## src/rtl/joystick_sampler.sv

```systemverilog
// Joystick front end for an MCP3008 SPI driver: paces conversions, averages X/Y
// over 2^AVG_LOG2 samples, decodes a deadzoned direction and flags driver timeouts.
module joystick_sampler #(
    parameter int unsigned SAMPLE_PERIOD = 50000,
    parameter int unsigned TIMEOUT       = 2000,
    parameter int unsigned AVG_LOG2      = 2,
    parameter int unsigned CENTER        = 512,
    parameter int unsigned DEADZONE      = 100
) (
    input  logic       clk,
    input  logic       rst_n,
    input  logic       enable,
    output logic       adc_start,
    input  logic [9:0] adc_x,
    input  logic [9:0] adc_y,
    input  logic       adc_valid,
    output logic [9:0] x_avg,
    output logic [9:0] y_avg,
    output logic [3:0] dir,
    output logic       sample_valid,
    output logic       timeout_err,
    input  logic       err_clr
);

    localparam int unsigned PW    = $clog2(SAMPLE_PERIOD);
    localparam int unsigned TW    = $clog2(TIMEOUT + 1);
    localparam int unsigned SW    = 10 + AVG_LOG2;
    localparam int unsigned CW    = AVG_LOG2 + 1;
    localparam int unsigned NSAMP = 1 << AVG_LOG2;
    localparam logic [10:0] HI    = 11'(CENTER + DEADZONE);
    localparam logic [10:0] LO    = 11'(CENTER - DEADZONE);

    typedef enum logic [1:0] {
        S_IDLE,
        S_WAIT,
        S_OUT
    } state_t;

    state_t          r_state;
    state_t          w_state_next;
    logic [PW-1:0]   r_period;
    logic [TW-1:0]   r_tcnt;
    logic [CW-1:0]   r_cnt;
    logic [CW-1:0]   w_cnt_inc;
    logic [SW-1:0]   r_sum_x;
    logic [SW-1:0]   r_sum_y;
    logic [SW-1:0]   w_sum_x_next;
    logic [SW-1:0]   w_sum_y_next;
    logic [9:0]      w_x_new;
    logic [9:0]      w_y_new;
    logic [9:0]      r_x_avg;
    logic [9:0]      r_y_avg;
    logic [3:0]      r_dir;
    logic            r_err;
    logic            w_tick;
    logic            w_accept;
    logic            w_last;
    logic            w_timeout;

    assign w_tick       = (r_period == PW'(SAMPLE_PERIOD - 1));
    assign w_cnt_inc    = r_cnt + CW'(1);
    assign w_sum_x_next = r_sum_x + SW'(adc_x);
    assign w_sum_y_next = r_sum_y + SW'(adc_y);
    assign w_x_new      = 10'(w_sum_x_next >> AVG_LOG2);
    assign w_y_new      = 10'(w_sum_y_next >> AVG_LOG2);

    assign x_avg       = r_x_avg;
    assign y_avg       = r_y_avg;
    assign dir         = r_dir;
    assign timeout_err = r_err;

    always_ff @(posedge clk or negedge rst_n) begin
        if (!rst_n) begin
            r_period <= '0;
        end else if (!enable || w_tick) begin
            r_period <= '0;
        end else begin
            r_period <= r_period + PW'(1);
        end
    end

    always_ff @(posedge clk or negedge rst_n) begin
        if (!rst_n) begin
            r_state <= S_IDLE;
        end else begin
            r_state <= w_state_next;
        end
    end

    always_comb begin
        w_state_next = r_state;
        adc_start    = 1'b0;
        sample_valid = 1'b0;
        w_accept     = 1'b0;
        w_last       = 1'b0;
        w_timeout    = 1'b0;
        case (r_state)
            S_IDLE: begin
                if (w_tick && enable) begin
                    adc_start    = 1'b1;
                    w_state_next = S_WAIT;
                end
            end
            S_WAIT: begin
                if (adc_valid) begin
                    w_accept = 1'b1;
                    if (w_cnt_inc == CW'(NSAMP)) begin
                        w_last       = 1'b1;
                        w_state_next = S_OUT;
                    end else begin
                        w_state_next = S_IDLE;
                    end
                end else if (r_tcnt == TW'(TIMEOUT - 1)) begin
                    w_timeout    = 1'b1;
                    w_state_next = S_IDLE;
                end
            end
            S_OUT: begin
                sample_valid = 1'b1;
                w_state_next = S_IDLE;
            end
            default: w_state_next = S_IDLE;
        endcase
    end

    // r_tcnt counts cycles since the adc_start cycle (that cycle being 0),
    // so timeout_err rises exactly TIMEOUT cycles after the start pulse.
    // Averages and direction are registered on the last accepted sample so
    // they are already stable while sample_valid is high in S_OUT.
    always_ff @(posedge clk or negedge rst_n) begin
        if (!rst_n) begin
            r_tcnt  <= '0;
            r_cnt   <= '0;
            r_sum_x <= '0;
            r_sum_y <= '0;
            r_x_avg <= 10'(CENTER);
            r_y_avg <= 10'(CENTER);
            r_dir   <= '0;
            r_err   <= 1'b0;
        end else begin
            if (adc_start) begin
                r_tcnt <= TW'(1);
            end else if (r_state == S_WAIT) begin
                r_tcnt <= r_tcnt + TW'(1);
            end

            if (w_timeout || w_last) begin
                r_cnt   <= '0;
                r_sum_x <= '0;
                r_sum_y <= '0;
            end else if (w_accept) begin
                r_cnt   <= w_cnt_inc;
                r_sum_x <= w_sum_x_next;
                r_sum_y <= w_sum_y_next;
            end

            if (w_last) begin
                r_x_avg <= w_x_new;
                r_y_avg <= w_y_new;
                r_dir   <= {({1'b0, w_y_new} > HI), ({1'b0, w_y_new} < LO),
                            ({1'b0, w_x_new} < LO), ({1'b0, w_x_new} > HI)};
            end

            if (w_timeout) begin
                r_err <= 1'b1;
            end else if (err_clr) begin
                r_err <= 1'b0;
            end
        end
    end

endmodule

```

## config.mk

```make
export PLATFORM = sky130hd
export DESIGN_NAME = joystick_sampler
export DESIGN_NICKNAME = d
export VERILOG_FILES = /design/src/rtl/joystick_sampler.sv
export SDC_FILE = /design/constraint.sdc
export NUM_CORES = 1
export LEC_CHECK = 0
export CORE_ASPECT_RATIO = 0.9
export CORE_MARGIN = 2
export CORE_UTILIZATION = 30
export CTS_CLUSTER_SIZE = 14
export DETAILED_ROUTE_END_ITERATION = 6
export SYNTH_ARGS = -nofsm -noshare
export SYNTH_HDL_FRONTEND = slang
export SYNTH_SLANG_ARGS = --single-unit
export TNS_END_PERCENT = 10
```

## constraint.sdc

```tcl
create_clock -name clk -period 2.5 [get_ports clk]
set_input_delay 0.5 -clock clk [delete_from_list [all_inputs] [get_ports clk]]
set_output_delay 0.5 -clock clk [all_outputs]
set_load 0.02 [all_outputs]
```

==> results of run 1 <==
[cells in the mapped netlist, types with 3 or more instances]
master,n,area share [%]
nor2_1,44,3.6
nand2b_1,5,0.69
clkbuf_1,9,0.74
nand3_1,14,1.5
o211a_1,3,0.66
o31ai_1,4,0.66
a22oi_1,3,0.49
a21oi_1,16,1.8
dfrtp_1,79,43
nand4_1,5,0.69
nor3_1,7,0.77
a21o_1,6,0.99
buf_2,5,0.55
or3_1,4,0.55
o21ai_0,35,3.8
xor2_1,16,3.1
a311oi_1,4,0.77
mux2_2,10,2.5
and3_1,15,2.1
nand2_1,59,4.9
ha_1,24,6.6
xnor2_1,24,4.6
and2_1,3,0.41
a22o_1,12,2.3
a211oi_1,4,0.66
inv_1,15,1.2
nor2b_1,5,0.69
[per-layer routing]
layer / vias up / wire length, um
met5: - / 0
met4: 0 / 112
met3: 10 / 465
met2: 75 / 5480
met1: 1859 / 5050
li1: 1870 / -
[worst max-delay path, stage by stage]
cell	delay, ns
clkdlybuf4s50_1	0.44
ha_1	0.33
nor2b_4	0.15
o31ai_4	0.26
a21oi_2	0.12
or4_4	0.45
o311ai_4	0.11
o311ai_1	0.15
a22o_1	0.21
[cells by family after synthesis]
logic type                 after synthesis  synth area share [%]
adders and majority gates               26                  7.47
and+or+nand+nor                        174                  18.6
DFF                                     81                  44.5
muxes                                   11                  2.69
xor gates and xnor gates                40                  7.69
buffers and inverters                   30                  2.77
AOI/OAI and AO/OA                      105                  16.2
[final cells by class]
cell class	instances	area, sq um
clock buffers	11	243
clock inverters	5	55.1
fillers	1409	8640
inverters	15	56.3
multi-input cells	356	2520
flip-flops and latches	81	2030
well taps	198	248
repair buffers	112	977
[flip-flops by register name (all words and copies together), names as in the netlist]
| register | flops |
|---|---|
| dir | 4 |
| r_cnt | 3 |
| r_period | 16 |
| r_state | 2 |
| r_sum_x | 12 |
| r_sum_y | 12 |
| r_tcnt | 11 |
| timeout_err | 1 |
| x_avg | 10 |
| y_avg | 10 |
[stage by stage]
stage	setup TNS, ns	power [W]	area (sq um)	worst slack (ns)
floorplan	0	0.00192	4560	0.000498
global placement	-6.49	0.00227	5680	-0.473
detailed placement	-7.64	0.00229	5680	-0.546
CTS	-0.0101	0.00368	6030	-0.0101
global route	-0.0377	0.00388	6130	-0.0179
finish	0	0.00367	6130	0.00708
[repair_timing]
| item | in CTS | in global routing |
|---|---|---|
| setup endpoints to repair | 7 | 14 |
| resized for setup | 13 | 20 |
| pin swaps | 8 | 17 |
| setup buffers | 1 | 3 |
| endpoints found under the hold margin | 0 | 0 |
| gates cloned | 0 | 0 |
[worst min-delay path by stage]
stage	from	endpoint	depth (start not counted)
after floorplan	rst_n	dir[0]	0
after global placement	r_period[0]	r_period[0]	1
after detailed placement	r_period[0]	r_period[0]	1
after CTS	rst_n	x_avg[4]	1
after global routing	rst_n	r_tcnt[3]	1
final	rst_n	x_avg[4]	1
[power groups by stage]
stage               clock, W  combinational, W  sequential [W]
floorplan                  0          0.000474         0.00144
global placement           0          0.000816         0.00146
detailed placement         0          0.000834         0.00146
CTS                  0.00138          0.000860         0.00144
global route         0.00143           0.00100         0.00145
finish               0.00133          0.000904         0.00144
==> qor.yml, run 1 <==
die_area_sq_um: 16200
routed_wl_um: 11100
synthesis.area_sq_um: 4560
nNetsFinal: 626
worst_hold_slack_ns: 0.128
clkPwrFrac_pct: 36.2
fmax_ghz: 0.401
syn_area_per_cell_sq_um: 9.76
die_h_um: 121
rr_startpoint: "r_sum_y[0]"
grt.met3_usage_pct: 3.97
comb_power_share_pct: 24.6
vias_per_cell: 4.90
track_usage_pct: 14.7
synth-async-reset-ratio_pct: 100
worstSetupStartpoint: "adc_x[2]"
worstMarginPinSlew_ns: 0.492
antenna_found_initial: 0
ant_nets: 0
synth-seq-area-share_pct: 44.5
met2_usage_pct: 24.7
slew_headroom_pct: 67.2
finalClockSkew_ns: 0.00673
reg2reg_slack_ns: 0.15
fin_util_pct: 41.5
clkSinkCount: 81
maxSlewViolCount: 0
layout-drive-gt1-share_pct: 21.4
cp_max_fo: 3
yosysUniqueCellTypes: 53
ctsHoldBuffers: 0
grt_max_degree: 47
overflow: 0
cts.clk_slew.worst_paths_ns: 0.06
drv_cap: 0
p_leak_nw: 2.81
p_int_w: 0.00264
final_hold_viol_count: 0
htreeDepth: 3
io_pins: 52
grt_pass1_wl_um: 18700
path_class: "primary input to register"
root_buffer: "clkbuf_16"
fp.dieW_um: 134
synth-edff-count: 0
period_share_pct: 99.7
worst_setup_path_start_kind: "primary input"
routabilityCongestion: 0.885
instances_no_fill: 778
clockBufferDepth: 2
min_path_type: "primary input to async pin"
power_density_nw_per_um2: 599
outcome: "finished, final reports clean"
final_cell_mix: "79 x dfrtp_1, 61 x buf_4, 59 x nand2_1"
firstDrtPassIters: 4
placed_cells: 758
numCtsBuffers: 9
swShare_pct: 28.1
cp_data_required_time_ns: 2.73
synth-main-ff-cell: "dfrtp_1"
antennaDiodeCount: 0
start_util_pct: 30.9
cp-endpoint: "dir[1]"
port_buffers: 51
core_sq_um: 14800
grt_pass1_vias: 3837
p_seq_share_pct: 39.2
grt-busiest-layer: "met2"
vias: 3814
first_iter_violations: 226
core.rowCount: 42
cp-end-kind: "register"
reg2reg_depth: 10
tritoncts: "done"
min_period_ns: 2.49
insertion_delay_ns: 0.34
synth_seq_cells: 81
ir_worst_vdd_v: 0.000371
met1_usage_pct: 18.6
p_sw_w: 0.00103
syn2layout_area_growth_pct: 34.4
drc: 0
cp.arrival_ns: 2.72
synthCells: 467
rr_endpoint: "dir[3]"
syn-num-nets: 518
final-setup-viol-count: 0
avgRoutedWirePerCell_um: 14.3
final_common_cell: "dfrtp_1"
dp_hpwl_um: 8020
ys_warn_count: 0
rsz0062_at_grt: "true"
(Power assumes the default switching activity.)
==> inputs of run 2 (changes only) <==
Settings changed: CORE_MARGIN 2 to 4, CTS_CLUSTER_DIAMETER from default to 150.
==> run 2 against run 1 <==
  * Hold slack worse by 0.047 ns
  * Global-route usage down 0.94 points
  * Non-clock buffer count down 6
  * Flip-flop and latch count unchanged
  * Cell area up 0.55%
  * Largest power group is now the clock network
==> qor.yml, run 2 (synthesis results as in run 1) <==
min_path_type: "primary input to async pin"
final_hold_viol_count: 0  # unchanged
clockBufferDepth: 2  # unchanged
antenna_found_initial: 0  # unchanged
ir_worst_vdd_v: 0.000336  # -9.3%
fp.dieW_um: 138  # +3.0%
reg2reg_depth: 11  # +1
period_share_pct: 97.7  # -2.0 points
antennaDiodeCount: 0  # unchanged
reg.largest.list: "r_period: 16 flops, r_sum_x: 12 flops, r_sum_y: 12 flops"
port_buffers: 51  # unchanged
core.rowCount: 42  # unchanged
dp_hpwl_um: 8030  # +0.13%
core_sq_um: 14800  # +0.36%
cp-endpoint: "dir[1]"
rsz0062_at_grt: "true"
pre_cts_slack_ns: -0.562  # -0.0159 ns
critical-path-max-stage-delay_ns: 0.44  # about the same
power_density_nw_per_um2: 627  # +4.7%
start_util_pct: 30.8  # -0.11 points
rr_startpoint: "r_sum_y[0]"
total_power_w: 0.00387  # +5.3%
clkSinkCount: 81  # unchanged
path_class: "primary input to register"
final_cell_mix: "79 x dfrtp_1, 59 x nand2_1, 55 x buf_4"
overflow: 0  # unchanged
worst_setup_path_start_kind: "primary input"
final_common_cell: "dfrtp_1"
die_h_um: 125  # +3.3%
fmax_ghz: 0.409  # +2.1%
cp_data_required_time_ns: 2.73  # about the same
die_area_sq_um: 17200  # +6.4%
grt_pass1_wl_um: 18900  # +0.96%
cts.clk_slew.worst_paths_ns: 0.06  # about the same
worstSetupStartpoint: "adc_x[2]"
drv_cap: 0  # unchanged
root_buffer: "clkbuf_16"
syn2layout_area_growth_pct: 35.2
first_iter_violations: 189  # -16%
p_leak_nw: 2.81  # about the same
track_usage_pct: 13.8  # -0.94 points
ctsHoldBuffers: 0  # unchanged
reg2reg_slack_ns: 0.14  # about the same
grt_max_degree: 40  # -15%
p_sw_w: 0.00103  # -0.59%
largest_register_ff_count: 16  # unchanged
outcome: "finished, final reports clean"
fin_util_pct: 41.6  # +0.081 points
postLayoutCellArea_sq_um: 6160  # +0.55%
worst-path-stages: 9  # unchanged
grt_pass1_vias: 3877  # +1.0%
cp_max_fo: 3  # unchanged
nNetsFinal: 620  # -0.96%
layout-drive-gt1-share_pct: 20.7  # -0.65 points
maxSlewViolCount: 0  # unchanged
avgRoutedWirePerCell_um: 14.3  # +0.11%
clkPwrFrac_pct: 39.7  # +3.5 points
largest_register: "r_period"
worst_hold_slack_ns: 0.0806  # -0.0469 ns
ant_nets: 0  # unchanged
rr_endpoint: "dir[2]"
dpl_cell_area_sq_um: 5660  # -0.44%
io_pins: 52  # unchanged
comb_power_share_pct: 23.1  # -1.5 points
routabilityCongestion: 0.856  # -3.3%
drc: 0  # unchanged
routed_wl_um: 11000  # -0.66%
min_period_ns: 2.44  # -0.0506 ns
path_cells: "clkdlybuf4s50_1 > ha_1 > nor2b_4 > o31ai_4 > a21oi_2 > or4_4 > o311ai_4 > o311ai_2 > a22o_1"
setup_ws_ns: 0.0577  # +0.0506 ns
p_int_w: 0.00284  # +7.5%
cp_top_family: "compound AO/OA/AOI/OAI gates"
finalClockSkew_ns: 0.00974  # +0.00301 ns
swShare_pct: 26.6  # -1.6 points
vias_per_cell: 4.84  # -1.2%
cp.arrival_ns: 2.67  # -0.05 ns
final-setup-viol-count: 0  # unchanged
htreeDepth: 3  # unchanged
vias: 3740  # -1.9%
crit_slowest_cell: "clkdlybuf4s50_1"
tritoncts: "done"
p_seq_share_pct: 37.2  # -2.0 points
insertion_delay_ns: 0.34  # about the same
path_buf_inv: 1  # unchanged
numCtsBuffers: 9  # unchanged
firstDrtPassIters: 4  # unchanged
slew_headroom_pct: 67.2  # about the same
cp-end-kind: "register"
worstMarginPinSlew_ns: 0.491  # -0.000724 ns
run 2: stage by stage:
step / instances / TNS (ns)
after floorplan: 467 / 0
after global placement: 753 / -6.70
after detailed placement: 753 / -7.89
after CTS: 770 / -0.0101
after global routing: 772 / -0.0228
final: 772 / 0
run 2: cell type report:
cell class	count	area (sq um)
clock buffer	11	243
clock inverter	5	103
fill	1420	8660
inverter	15	56.3
multi-input combinational	356	2540
sequential	81	2030
tap	198	248
timing repair buffer	106	946
run 2: worst min-delay path by stage:
stage | cells after the start | endpoint | slack (ns) | startpoint
after floorplan | 0 | dir[0] | 0.20 | rst_n
after detailed placement | 1 | r_period[0] | 0.45 | r_period[0]
after global routing | 1 | r_sum_x[7] | 0.1 | rst_n
after CTS | 1 | x_avg[4] | 0.08 | rst_n
after global placement | 1 | r_period[0] | 0.44 | r_period[0]
final | 1 | x_avg[4] | 0.08 | rst_n
run 2: power groups by stage:
stage | clock [W] | sequential [W] | combinational (W)
after global placement | 0 | 0.00146 | 0.000799
after floorplan | 0 | 0.00144 | 0.000474
after detailed placement | 0 | 0.00146 | 0.000813
after CTS | 0.00158 | 0.00144 | 0.000844
final | 0.00153 | 0.00144 | 0.000893
after global routing | 0.00164 | 0.00145 | 0.000992
run 2: metal layers:
| layer | up-vias | global-route usage, % | part of all wire [%] |
|---|---|---|---|
| met5 | - | 0 | 0 |
| met1 | 1809 | 17.5 | 46 |
| li1 | 1854 | - | - |
| met2 | 61 | 22.7 | 49 |
| met4 | 0 | 3.95 | 1.5 |
| met3 | 16 | 3.98 | 3.8 |
run 2: timing repair:
item                       CTS  global route
pin swaps                   10            14
resized for setup           19            17
buffers inserted             1             2
setup endpoints to repair    7            11
==> inputs of run 3 (changes only) <==
Settings changed: SLEW_MARGIN from default to 40.
==> results of run 3 <==
Final layout, timing and power as in run 2 (identical DEF).
